[config.mk]
export PLATFORM = sky130hd
export DESIGN_NAME = blockram_stream_reader_flat
export DESIGN_NICKNAME = d
export VERILOG_FILES = /design/src/rtl/blockram_stream_reader_if.sv /design/src/rtl/blockram_stream_reader.sv /design/src/flat_wrapper.sv
export SDC_FILE = /design/constraint.sdc
export NUM_CORES = 1
export LEC_CHECK = 0
export ABC_AREA = 1
export CORE_MARGIN = 2
export CORE_UTILIZATION = 52
export CTS_BUF_LIST = sky130_fd_sc_hd__clkbuf_4 sky130_fd_sc_hd__clkbuf_8
export DETAILED_ROUTE_END_ITERATION = 7
export PLACE_DENSITY = 0.83
export SYNTH_ARGS = -nofsm -noshare
export SYNTH_HDL_FRONTEND = slang
export SYNTH_SLANG_ARGS = --single-unit
[constraint.sdc]
create_clock -name clk_in -period 3 [get_ports clk_in]
set_input_delay 0.6 -clock clk_in [delete_from_list [all_inputs] [get_ports clk_in]]
set_output_delay 0.6 -clock clk_in [all_outputs]
set_load 0.01 [all_outputs]
[src/rtl/blockram_stream_reader_if.sv]
// Command, RAM read-port and output-stream signals of blockram_stream_reader.
// The master modport is the reader itself; the slave modport is its environment.
interface blockram_stream_reader_if #(
   parameter int WIDTH   = 64,
   parameter int NUM_SET = 64,
   parameter int PTR     = $clog2(NUM_SET)
);
   // Handshake: a command or beat transfers on a posedge where valid and ready are
   // both 1. The source holds valid and payload stable until then; ready may toggle.
   logic             cmd_valid_in;
   logic             cmd_ready_out;
   logic [PTR-1:0]   cmd_start_addr_in;
   logic [PTR:0]     cmd_length_in;

   logic             ram_read_en_out;
   logic [PTR-1:0]   ram_read_addr_out;
   logic [WIDTH-1:0] ram_read_data_in;
   logic             ram_read_valid_in;

   logic             data_valid_out;
   logic             data_ready_in;
   logic [WIDTH-1:0] data_out;
   logic             data_miss_out;
   logic             data_last_out;
   logic             busy_out;
   logic             done_out;

   modport master (
      input  cmd_valid_in, cmd_start_addr_in, cmd_length_in,
      input  ram_read_data_in, ram_read_valid_in, data_ready_in,
      output cmd_ready_out, ram_read_en_out, ram_read_addr_out,
      output data_valid_out, data_out, data_miss_out, data_last_out, busy_out, done_out
   );

   modport slave (
      output cmd_valid_in, cmd_start_addr_in, cmd_length_in,
      output ram_read_data_in, ram_read_valid_in, data_ready_in,
      input  cmd_ready_out, ram_read_en_out, ram_read_addr_out,
      input  data_valid_out, data_out, data_miss_out, data_last_out, busy_out, done_out
   );
endinterface

[src/rtl/blockram_stream_reader.sv]
// Streams {start, length} ranges out of a 1-cycle-latency block RAM through a 2-entry skid buffer.
// Optional BLOCKRAM_READER_ABORT_ON_INVALID_EN: stop at the first never-written entry, flag error_out.
module blockram_stream_reader #(
   parameter int SINGLE_ENTRY_WIDTH_IN_BITS = 64,
   parameter int NUM_SET                    = 64,
   parameter int SET_PTR_WIDTH_IN_BITS      = $clog2(NUM_SET)
) (
   input  logic                       clk_in,
   input  logic                       reset_in,
   blockram_stream_reader_if.master   bus,
`ifdef BLOCKRAM_READER_ABORT_ON_INVALID_EN
   output logic                       error_out,
`endif
   output logic [1:0]                 state_dbg_out
);
   localparam int W = SINGLE_ENTRY_WIDTH_IN_BITS;
   localparam int P = SET_PTR_WIDTH_IN_BITS;
   localparam logic [P:0] LEFT_ONE = {{P{1'b0}}, 1'b1};

   typedef enum logic [1:0] {
      S_IDLE  = 2'd0,
      S_ISSUE = 2'd1,
      S_DRAIN = 2'd2,
      S_DONE  = 2'd3
   } state_t;

   state_t            state_q, state_d;
   logic [P-1:0]      addr_q, addr_d;
   logic [P:0]        issue_left_q, issue_left_d;
   logic              inflight_q, inflight_d;
   logic              inflight_last_q, inflight_last_d;
   logic [1:0][W-1:0] skid_data_q, skid_data_d;
   logic [1:0]        skid_miss_q, skid_miss_d;
   logic [1:0]        skid_last_q, skid_last_d;
   logic              rd_ptr_q, rd_ptr_d;
   logic              wr_ptr_q, wr_ptr_d;
   logic [1:0]        count_q, count_d;

   logic       accept, pop, push, miss, stop, issue, head_last;
   logic [2:0] occ;

   assign accept    = (state_q == S_IDLE) && bus.cmd_valid_in;
   assign pop       = (count_q != 2'd0) && bus.data_ready_in;
   assign push      = inflight_q;
   assign miss      = !bus.ram_read_valid_in;
   assign head_last = skid_last_q[rd_ptr_q];
`ifdef BLOCKRAM_READER_ABORT_ON_INVALID_EN
   assign stop      = push && miss;
`else
   assign stop      = 1'b0;
`endif
   // Occupancy the buffer will see next cycle if nothing new is issued now.
   assign occ       = {1'b0, count_q} + {2'b0, inflight_q} - {2'b0, pop};
   assign issue     = (state_q == S_ISSUE) && !stop && (occ < 3'd2);
   assign count_d   = count_q + {1'b0, push} - {1'b0, pop};

   always_comb begin
      state_d         = state_q;
      addr_d          = addr_q;
      issue_left_d    = issue_left_q;
      inflight_d      = 1'b0;
      inflight_last_d = 1'b0;
      skid_data_d     = skid_data_q;
      skid_miss_d     = skid_miss_q;
      skid_last_d     = skid_last_q;
      rd_ptr_d        = rd_ptr_q;
      wr_ptr_d        = wr_ptr_q;

      if (pop) rd_ptr_d = ~rd_ptr_q;
      if (push) begin
         skid_data_d[wr_ptr_q] = bus.ram_read_data_in;
         skid_miss_d[wr_ptr_q] = miss;
         skid_last_d[wr_ptr_q] = inflight_last_q || stop;
         wr_ptr_d              = ~wr_ptr_q;
      end
      if (issue) begin
         addr_d          = addr_q + {{(P-1){1'b0}}, 1'b1};
         issue_left_d    = issue_left_q - LEFT_ONE;
         inflight_d      = 1'b1;
         inflight_last_d = (issue_left_q == LEFT_ONE);
      end

      unique case (state_q)
         S_IDLE: begin
            if (accept) begin
               addr_d       = bus.cmd_start_addr_in;
               issue_left_d = bus.cmd_length_in;
               state_d      = (bus.cmd_length_in == '0) ? S_DONE : S_ISSUE;
            end
         end
         S_ISSUE: begin
            if (stop || (issue && issue_left_q == LEFT_ONE)) state_d = S_DRAIN;
         end
         S_DRAIN: begin
            if (pop && head_last) state_d = S_DONE;
         end
         S_DONE:  state_d = S_IDLE;
         default: state_d = S_IDLE;
      endcase
   end

   always_ff @(posedge clk_in) begin
      if (!reset_in) begin
         state_q         <= S_IDLE;
         addr_q          <= '0;
         issue_left_q    <= '0;
         inflight_q      <= 1'b0;
         inflight_last_q <= 1'b0;
         skid_data_q     <= '0;
         skid_miss_q     <= '0;
         skid_last_q     <= '0;
         rd_ptr_q        <= 1'b0;
         wr_ptr_q        <= 1'b0;
         count_q         <= '0;
      end else begin
         state_q         <= state_d;
         addr_q          <= addr_d;
         issue_left_q    <= issue_left_d;
         inflight_q      <= inflight_d;
         inflight_last_q <= inflight_last_d;
         skid_data_q     <= skid_data_d;
         skid_miss_q     <= skid_miss_d;
         skid_last_q     <= skid_last_d;
         rd_ptr_q        <= rd_ptr_d;
         wr_ptr_q        <= wr_ptr_d;
         count_q         <= count_d;
      end
   end

`ifdef BLOCKRAM_READER_ABORT_ON_INVALID_EN
   logic abort_q, abort_d;

   always_comb begin
      abort_d = abort_q;
      if (accept)    abort_d = 1'b0;
      else if (stop) abort_d = 1'b1;
   end

   always_ff @(posedge clk_in) begin
      if (!reset_in) abort_q <= 1'b0;
      else           abort_q <= abort_d;
   end

   assign error_out = (state_q == S_DONE) && abort_q;
`endif

   assign bus.cmd_ready_out     = (state_q == S_IDLE);
   assign bus.busy_out          = (state_q != S_IDLE);
   assign bus.done_out          = (state_q == S_DONE);
   assign bus.ram_read_en_out   = issue;
   assign bus.ram_read_addr_out = addr_q;
   assign bus.data_valid_out    = (count_q != 2'd0);
   assign bus.data_out          = skid_data_q[rd_ptr_q];
   assign bus.data_miss_out     = (count_q != 2'd0) && skid_miss_q[rd_ptr_q];
   assign bus.data_last_out     = (count_q != 2'd0) && head_last;
   assign state_dbg_out         = state_q;
endmodule
[src/flat_wrapper.sv]
// flat-port wrapper written by rule: the top's interface ports become plain ports
module blockram_stream_reader_flat 
#(
   parameter int SINGLE_ENTRY_WIDTH_IN_BITS = 64,
   parameter int NUM_SET                    = 64,
   parameter int SET_PTR_WIDTH_IN_BITS      = $clog2(NUM_SET)
)
  (clk_in, reset_in, state_dbg_out, bus_cmd_valid_in, bus_cmd_start_addr_in, bus_cmd_length_in, bus_ram_read_data_in, bus_ram_read_valid_in, bus_data_ready_in, bus_cmd_ready_out, bus_ram_read_en_out, bus_ram_read_addr_out, bus_data_valid_out, bus_data_out, bus_data_miss_out, bus_data_last_out, bus_busy_out, bus_done_out);
  blockram_stream_reader_if #(.NUM_SET(NUM_SET)) bus_i ();
  input  logic clk_in;
  input  logic reset_in;
  output logic [1:0] state_dbg_out;
  input wire logic [$bits(bus_i.cmd_valid_in)-1:0] bus_cmd_valid_in;
  input wire logic [$bits(bus_i.cmd_start_addr_in)-1:0] bus_cmd_start_addr_in;
  input wire logic [$bits(bus_i.cmd_length_in)-1:0] bus_cmd_length_in;
  input wire logic [$bits(bus_i.ram_read_data_in)-1:0] bus_ram_read_data_in;
  input wire logic [$bits(bus_i.ram_read_valid_in)-1:0] bus_ram_read_valid_in;
  input wire logic [$bits(bus_i.data_ready_in)-1:0] bus_data_ready_in;
  output wire logic [$bits(bus_i.cmd_ready_out)-1:0] bus_cmd_ready_out;
  output wire logic [$bits(bus_i.ram_read_en_out)-1:0] bus_ram_read_en_out;
  output wire logic [$bits(bus_i.ram_read_addr_out)-1:0] bus_ram_read_addr_out;
  output wire logic [$bits(bus_i.data_valid_out)-1:0] bus_data_valid_out;
  output wire logic [$bits(bus_i.data_out)-1:0] bus_data_out;
  output wire logic [$bits(bus_i.data_miss_out)-1:0] bus_data_miss_out;
  output wire logic [$bits(bus_i.data_last_out)-1:0] bus_data_last_out;
  output wire logic [$bits(bus_i.busy_out)-1:0] bus_busy_out;
  output wire logic [$bits(bus_i.done_out)-1:0] bus_done_out;
  assign bus_i.cmd_valid_in = bus_cmd_valid_in;
  assign bus_i.cmd_start_addr_in = bus_cmd_start_addr_in;
  assign bus_i.cmd_length_in = bus_cmd_length_in;
  assign bus_i.ram_read_data_in = bus_ram_read_data_in;
  assign bus_i.ram_read_valid_in = bus_ram_read_valid_in;
  assign bus_i.data_ready_in = bus_data_ready_in;
  assign bus_cmd_ready_out = bus_i.cmd_ready_out;
  assign bus_ram_read_en_out = bus_i.ram_read_en_out;
  assign bus_ram_read_addr_out = bus_i.ram_read_addr_out;
  assign bus_data_valid_out = bus_i.data_valid_out;
  assign bus_data_out = bus_i.data_out;
  assign bus_data_miss_out = bus_i.data_miss_out;
  assign bus_data_last_out = bus_i.data_last_out;
  assign bus_busy_out = bus_i.busy_out;
  assign bus_done_out = bus_i.done_out;
  blockram_stream_reader #(.SINGLE_ENTRY_WIDTH_IN_BITS(SINGLE_ENTRY_WIDTH_IN_BITS), .NUM_SET(NUM_SET), .SET_PTR_WIDTH_IN_BITS(SET_PTR_WIDTH_IN_BITS)) u_core (.clk_in(clk_in), .reset_in(reset_in), .bus(bus_i), .state_dbg_out(state_dbg_out));
endmodule
# Word level (Yosys, flattened, before mapping)
# Index checks and enable logic that the tools add are counted.
# W data, S select, Z words.
[word_totals]
inputBits = 82
wordCells = 71
out_inout_bits = 79
register_bits = 153
[classes]
add_sub_neg = 6
eq_ne = 7
n_reduce_logical = 15
n_bitwise = 2
n_lt_le_gt_ge = 4
n_mux = 25
[ops]
columns = ["operator", "count"]
rows = [
  ["$mux W64", 3],
  ["$bwmux W128", 1],
  ["$demux W64 S1", 1],
  ["$mux W7", 3],
  ["$mux W6", 3],
  ["$logic_and A1 B1 Y1", 8],
  ["$mux W2", 4],
  ["$pmux W2 S4", 1],
  ["$eq A7 B1 Y1 const B", 1],
  ["$logic_not A7 Y1", 1],
  ["$sub A7 B1 Y7 const B", 1],
  ["$add A6 B1 Y6 const B", 1],
  ["$mux W1", 6],
  ["$bwmux W2", 2],
  ["$eq A2 B2 Y1 const B", 2],
  ["$lt A1 B2 Y1 const B", 2],
  ["$ne A2 B1 Y1 const B", 2],
  ["$reduce_bool A2 Y1", 2],
  ["$add A2 B1 Y3", 1],
  ["$lt A3 B2 Y1 const B", 1],
  ["$reduce_and A3 Y1", 1],
  ["$sub A3 B1 Y3", 1],
  ["$add A2 B1 Y2", 1],
  ["$eq A2 B1 Y1 const B", 1],
  ["8 further kinds", 9],
]

# Longest topological paths before layout
# Gate-level depths: netlist of the first run.
[depth]
depth_word = 8
ltp_mapped = 15

# Least setup slack after synthesis of the first run
# Ideal clock, no wire load.
[synth_path]
path_type = "input to output"
start = "input bus_data_ready_in"
end = "output bus_ram_read_en_out"
path_buffers = 1
path_stages = 10
required_time_ns = 2.400
path_slack_ns = 0.258
arrival_ns = 2.142
cell_sequence = "inv_1 nor2_2 ha_1 inv_1 ha_1 fa_1 inv_1 nand3_2 nor2_8 buf_12"
[synth_via]
elab_chain_len = 4
[synth_lines]
columns = ["item", "line_no", "text"]
rows = [
  ["start, declared", "flat_wrapper.sv:18", "input wire logic [$bits(bus_i.data_ready_in)-1:0] bus_data_ready_in;"],
  ["$logic_and A1 B1 Y1", "blockram_stream_reader.sv:43", "assign pop = (count_q != 2'd0) && bus.data_ready_in;"],
  ["via u_core.pop", "blockram_stream_reader.sv:39", "logic accept, pop, push, miss, stop, issue, head_last;"],
  ["$sub A3 B1 Y3", "blockram_stream_reader.sv:53", "assign occ = {1'b0, count_q} + {2'b0, inflight_q} - {2'b0, pop};"],
  ["$lt A3 B2 Y1", "blockram_stream_reader.sv:54", "assign issue = (state_q == S_ISSUE) && !stop && (occ < 3'd2);"],
  ["$logic_and A1 B1 Y1", "blockram_stream_reader.sv:54", ""],
  ["end, declared", "flat_wrapper.sv:20", "output wire logic [$bits(bus_i.ram_read_en_out)-1:0] bus_ram_read_en_out;"],
]
# The timed path passes the listed nets, and every way through them passes these cells.

# Final worst setup path of the first run
[layout_path]
start = "register u_core.count_q[0]"
end = "output bus_ram_read_en_out"
[layout_via]
elab_chain_len = 5
word_cells_on_any_way = 6
classes_between = "2 x add/sub; 1 x order compare; 3 x reduce/logical"
[layout_lines]
columns = ["item", "line_no", "text"]
rows = [
  ["start, declared", "blockram_stream_reader.sv:37", "logic [1:0] count_q, count_d;"],
  ["start signal, assigned", "blockram_stream_reader.sv:126", "count_q <= count_d;"],
  ["$reduce_bool A2 Y1", "blockram_stream_reader.sv:43", ""],
  ["$logic_and A1 B1 Y1", "blockram_stream_reader.sv:43", ""],
  ["via u_core.pop", "blockram_stream_reader.sv:39", ""],
  ["$sub A3 B1 Y3", "blockram_stream_reader.sv:53", ""],
  ["$lt A3 B2 Y1", "blockram_stream_reader.sv:54", ""],
  ["$logic_and A1 B1 Y1", "blockram_stream_reader.sv:54", ""],
]
# The timed path passes the listed nets, and every way through them passes these cells.

==> out/qor.yml, run 1 <==
clocking:
  cts_tree: "yes"
  clkSlewWorstSetupHoldPaths_ns: 0.07
  cts_buffer_depth: 2
  htree_num_levels: 4
  cts_buffers: 17
  cts-root-buf: "clkbuf_8"
  numClockSinks: 153
  cts_hold_buf: 0
  clock_latency_ns: 0.44
detailed_routing:
  wl_per_cell_um: 12.8
  drt-initial-drc-count: 603
  drc: 0
  firstDrtPassIters: 5
  vias: 6524
  wirelength_um: 16900
  vias_per_cell: 4.95
  detail-route-antenna-nets: 0
die:
  die_area_um2: 13900
  core_um2: 12700
  die_w_um: 118
  start_util_pct: 53.3
  die_y_um: 118
  row_count: 41
  ios: 161
run:
  maxCapViolations: 0
layout:
  stdcell_area_um2: 8810
  finalNetCount: 1228
  n_fill_cell: 1084
  drive_above_1_share_pct: 6.54
  syn2layout_area_growth_pct: 30.4
  final_cell_mix: "292 x nor2_1, 243 x nand2_1, 157 x clkdlybuf4s50_1, 150 x dfxtp_1, 123 x o21ai_0"
  n_antenna_cell: 0
  final_common_cell: "nor2_1"
pwr:
  max-vdd-ir-drop_v: 0.000658
  power_w: 0.00701
  power_density_nw_per_um2: 796
  leakage_nw: 3.94
grt:
  grtUsageMet2_pct: 38.6
  grt_pass1_vias: 5787
  grt_util_met3_pct: 4.65
  grt_max_degree: 79
  antenna_found_initial: 0
  grt_use_total_pct: 24.2
  grt_use_met1_pct: 33.0
  grt_overflow: 0
  busiest_layer: "met2"
  grt_pass1_wl_um: 27700
critical_path:
  cp.required_ns: 2.40
  worstSetupEndpointType: "primary output"
  crit_path_start_kind: "flip-flop"
  ff2ff_setup_slack_ns: 0.49
  cp_max_fo: 2
  crit_type: "reg -> out"
  cp.arrival_ns: 2.33
timing:
  hold_viol_final: 0
  skew_ns: 0.00588
  setup_viol: 0
  worstMarginPinSlew_ns: 0.831
  hold_slack_ns: 0.483
  layout_min_cycle_time_ns: 2.93
  drv_slew: 0
  slew-limit-headroom_pct: 44.5
  period_share_pct: 97.5
  setup_tns_ns: 0
  fmax_mhz: 342
synthesis:
  syn_area_per_cell_um2: 6.78
  yosys_warnings: 0
  ys_ff_latch: 153
  synth_top_cells_by_area: "dfxtp_1 45%, nor2_1 16%, nand2_1 14%"
  yosysSeqAreaShare_pct: 45.3
  netlist_instances: 997
  synth_fp_nets: 1089
  ys_types: 30
  synth_area_leader_cell: "dfxtp_1"
  synth.cell_area_um2: 6760
  yosysTopAreaCellShare_pct: 45.3
placed_design:
  io_buffers: 160
  hpwl_um: 10600
  place_congestion: 0.784
  detailed_place.area_um2: 8420
hold_path:
  min_path_type: "reg -> reg"
run_status:
  run_status: "finished clean"
[synth_stat cells]
library cell	instances
a21oi_1	10
a21oi_2	1
buf_12	1
buf_2	19
buf_4	5
buf_6	6
clkbuf_1	31
dfxtp_1	153
fa_1	1
ha_1	9
inv_1	41
inv_2	5
nand2_1	243
nand2_2	2
nand3_1	18
nand3_2	1
nand3b_1	1
nand4_1	3
nand4_2	2
nor2_1	293
nor2_2	1
nor2_4	1
nor2_8	1
nor3_1	1
nor4_1	1
o211ai_1	4
o21ai_0	123
o21ai_1	14
xnor2_1	1
xor2_1	5
[through the flow]
stage	worst slack, ns	instances	utilization (%)
floorplan	0.258	997	-
global placement	-0.550	1286	66.4
detailed placement	-0.591	1286	66.4
CTS	0.0242	1317	69.3
global route	-0.0195	1319	69.5
finish	0.0745	1319	69.5
[what timing repair did]
item	4_1_cts	5_1_grt
pin swaps	5	2
endpoints found under the setup margin	1	2
resized for setup	10	5
buffers inserted	1	2
[layer usage]
metal | share of wire (%) | wire [um]
met1 | 47 | 7960
met2 | 47 | 7890
met3 | 4.8 | 808
met4 | 1.2 | 201
met5 | 0 | 0
[flip-flops by register name, summed over array words and instances, names as in the netlist]
| signal | flops |
|---|---|
| u_core.rd_ptr_q | 1 |
| u_core.skid_last_q | 2 |
| u_core.skid_miss_q | 2 |
| u_core.state_dbg_out | 2 |
| u_core.bus.ram_read_addr_out | 6 |
| u_core.wr_ptr_q | 1 |
| u_core.count_q | 2 |
| u_core.inflight_q | 1 |
| u_core.inflight_last_q | 1 |
| u_core.issue_left_q | 7 |
| u_core.skid_data_q | 128 |
[final timing paths]
| check | to | from | depth (start not counted) |
|---|---|---|---|
| hold / removal | u_core.skid_data_q[80] | u_core.skid_data_q[80] | 2 |
| setup reg to reg | u_core.state_dbg_out[1] | u_core.count_q[0] | 15 |
| hold reg to reg | u_core.skid_data_q[80] | u_core.skid_data_q[80] | 2 |
| setup / recovery | bus_ram_read_en_out | u_core.count_q[0] | 10 |
[layout make-up]
class / count / area [um2] / share of cell area [%]
clock buffers: 27 / 334 / 3.79
well taps: 172 / 215 / 2.44
repair buffers: 182 / 1800 / 20.5
flip-flops and latches: 153 / 3070 / 34.8
inverters: 46 / 175 / 1.99
clock inverters: 3 / 15.0 / 0.170
multi-input cells: 736 / 3200 / 36.3
[where the power goes]
part           leakage [nW]  internal [W]  switching [W]
clock network         0.190      0.000703       0.000698
logic                  2.51       0.00134        0.00158
registers              1.24       0.00243       0.000270
[worst max-delay path: stages (launching register included)]
cell and delay, ns:
dfxtp_2 0.34, nor2_4 0.11, nor2_2 0.06, ha_1 0.26, inv_1 0.04, ha_2 0.16
fa_1 0.47, inv_2 0.10, nand3_4 0.09, nor2_8 0.14, buf_6 0.11
[logic make-up (layout without fill, tap and decap cells)]
| logic type | count (synthesis) | count (layout) | synth area share, % |
|---|---|---|---|
| AND/OR/NAND/NOR | 568 | 568 | 32.9 |
| flip-flops | 153 | 153 | 45.3 |
| AO/OA/AOI/OAI | 152 | 152 | 11.5 |
| buffers and inverters | 108 | 258 | 7.54 |
| adder cells (fa/ha/maj) | 10 | 10 | 1.96 |
| XOR/XNOR | 6 | 6 | 0.778 |
No activity file was read; power rests on OpenSTA's default activity.
==> inputs of run 2 (changes only) <==
CORE_ASPECT_RATIO = 1.2   (was default)
CORE_UTILIZATION = 50   (was 52)
CTS_BUF_LIST = default   (was sky130_fd_sc_hd__clkbuf_4 sky130_fd_sc_hd__clkbuf_8)
HOLD_SLACK_MARGIN = 0.1   (was default)
PLACE_DENSITY = 0.8   (was 0.83)
==> run 2 against run 1 <==
Effect of this change: sequential share of layout area decreased by 1.1 points; register-to-register slack got worse by 0.04 ns; flip-flop and latch count unchanged; clock-buffer cell count decreased by 7; clock power increased by 57%; critical path depth unchanged; final cell count increased by 0.15%; combinational power increased by 1%; clock skew increased by 0.0053 ns.
==> out/qor.yml, run 2 (synthesis gave the netlist of run 1 again) <==
critical_path:
  cpMostUsedCell: "nor2_2"
  crit_end: "bus_ram_read_en_out"
  cp_max_fo: 2
  ff2ff_path_depth: 15
  cp.arrival_ns: 2.33
  r2r_start: "u_core.count_q[0]"
  cp_num_cells: 10
  cp.required_ns: 2.40
  cp_num_buf_inv: 3
  cpMaxStageDelayCell: "fa_1"
  timing.rr.end: "u_core.state_dbg_out[1]"
  worstSetupEndpointType: "primary output"
  crit_path_start_kind: "flip-flop"
  crit_type: "reg -> out"
  worstPathCellList: "nor2_2 > nor2_2 > ha_1 > inv_1 > ha_2 > fa_1 > inv_2 > nand3_4 > nor2_8 > buf_6"
  critical-path-top-delay-family: "adder cells"
  max_stage_delay_ns: 0.49
  ff2ff_setup_slack_ns: 0.45
  crit_path_start: "u_core.count_q[0]"
timing:
  fmax_mhz: 342
  hold_viol_final: 0
  slew-limit-headroom_pct: 49.1
  drv_slew: 0
  worstMarginPinSlew_ns: 0.763
  period_share_pct: 97.5
  setup_viol: 0
  skew_ns: 0.0112
  layout_min_cycle_time_ns: 2.93
layout:
  n_fill_cell: 1158
  drive_above_1_share_pct: 6.68
  multi_input_area_um2: 3200
  final_cell_mix: "292 x nor2_1, 243 x nand2_1, 157 x clkdlybuf4s50_1, 152 x dfxtp_1, 123 x o21ai_0"
  stdcell_area_um2: 9100
  largest_register_ffs: 128
  n_antenna_cell: 0
  finalNetCount: 1232
  ff_latch_area_um2: 3060
  max_flop_register: "u_core.skid_data_q"
  syn2layout_area_growth_pct: 34.7
  final_common_cell: "nor2_1"
clocking:
  clkSlewWorstSetupHoldPaths_ns: 0.06
  numClockSinks: 153
  cts-root-buf: "clkbuf_16"
  cts_buffers: 17
  cts_tree: "yes"
  clock_latency_ns: 0.41
  cts_buffer_depth: 2
  cts_hold_buf: 0
  htree_num_levels: 4
grt:
  antenna_found_initial: 0
  grt_use_total_pct: 23.8
  grt_max_degree: 86
  grt_pass1_wl_um: 27800
  grt_overflow: 0
  grt_pass1_vias: 6113
detailed_routing:
  wirelength_um: 17400
  vias_per_cell: 5.05
  drc: 0
  wl_per_cell_um: 13.2
  vias: 6667
  drt-initial-drc-count: 443
  detail-route-antenna-nets: 0
  firstDrtPassIters: 5
die:
  die_w_um: 110
  die_area_um2: 14500
  ios: 161
  die_y_um: 131
  core_um2: 13200
  start_util_pct: 51.0
  row_count: 46
pwr:
  netSwitchingPower_w: 0.00272
  sw_frac_of_total_pct: 34.7
  power_density_nw_per_um2: 860
  power_frac_comb_pct: 37.8
  p_seq_share_pct: 34.1
  clkPwrFrac_pct: 28.1
  leakage_nw: 4.06
  power_w: 0.00783
  power.internal_w: 0.00511
  max-vdd-ir-drop_v: 0.000892
hold_path:
  min_path_type: "reg -> reg"
run:
  maxCapViolations: 0
run_status:
  run_status: "finished clean"
placed_design:
  detailed_place.area_um2: 8400
  place_congestion: 0.845
  io_buffers: 160
  hpwl_um: 10400
## run 2: cell count changes in the layout (fill, tap and decap cells not counted), sizes merged
| cell | delta |
|---|---|
| buf | +4 |
| bufinv | +3 |
| clkbuf | -7 |
| clkinvlp | +3 |
| inv | +3 |
## run 2: cell type report
| class | instances | share of cell area [%] |
|---|---|---|
| tap | 168 | 2.31 |
| clock inverter | 12 | 1.81 |
| timing repair buffer | 186 | 20.3 |
| sequential | 153 | 33.7 |
| clock buffer | 20 | 4.91 |
| multi-input combinational | 736 | 35.1 |
| inverter | 46 | 1.90 |
## run 2: worst min-delay path, cell delays in order (launching register included)
cell	delay [ns]
dfxtp_1	0.32
nor2_1	0.05
nor2_1	0.08
## run 2: stage by stage
stage	hold slack, ns	cells	utilization, %	worst slack, ns	TNS (ns)
3_5_place_dp	0.471	1279	63.5	-0.621	-2.42
6_report	0.480	1321	68.7	0.0736	0
2_1_floorplan	0.454	997	-	0.258	0
5_1_grt	0.502	1321	68.7	-0.0198	-0.0198
3_3_place_gp	0.461	1279	63.5	-0.545	-0.899
4_1_cts	0.485	1320	68.7	0.0316	0
## run 2: timing repair
item / CTS / global route
setup buffers: 9 / 1
pin swaps: 4 / 3
setup endpoints to repair: 1 / 1
resized for setup: 9 / 1
## run 2: how the worst min path moves through the flow
stage / start / endpoint / cells after the start
2_1_floorplan: u_core.inflight_last_q / u_core.skid_last_q[0] / 2
3_3_place_gp: u_core.skid_data_q[76] / u_core.skid_data_q[76] / 2
3_5_place_dp: u_core.skid_data_q[76] / u_core.skid_data_q[76] / 2
4_1_cts: u_core.skid_data_q[118] / u_core.skid_data_q[118] / 2
5_1_grt: u_core.skid_data_q[91] / u_core.skid_data_q[91] / 2
6_report: u_core.skid_data_q[118] / u_core.skid_data_q[118] / 2
## run 2: per-layer routing
layer  vias up  share of wire [%]  track usage [%]
met5         -                  0                0
met4         0                2.5             9.58
met3        35                5.8             4.17
met2       221                 49             39.7
met1      3009                 43             30.1
li1       3402                  -                -
## run 2: power by group through the flow
stage	Sequential, W	Clock, W	Combinational (W)
2_1_floorplan	0.00267	0	0.00172
3_3_place_gp	0.00269	0	0.00279
5_1_grt	0.00271	0.00232	0.00328
6_report	0.00267	0.00220	0.00296
4_1_cts	0.00266	0.00224	0.00295
3_5_place_dp	0.00270	0	0.00284
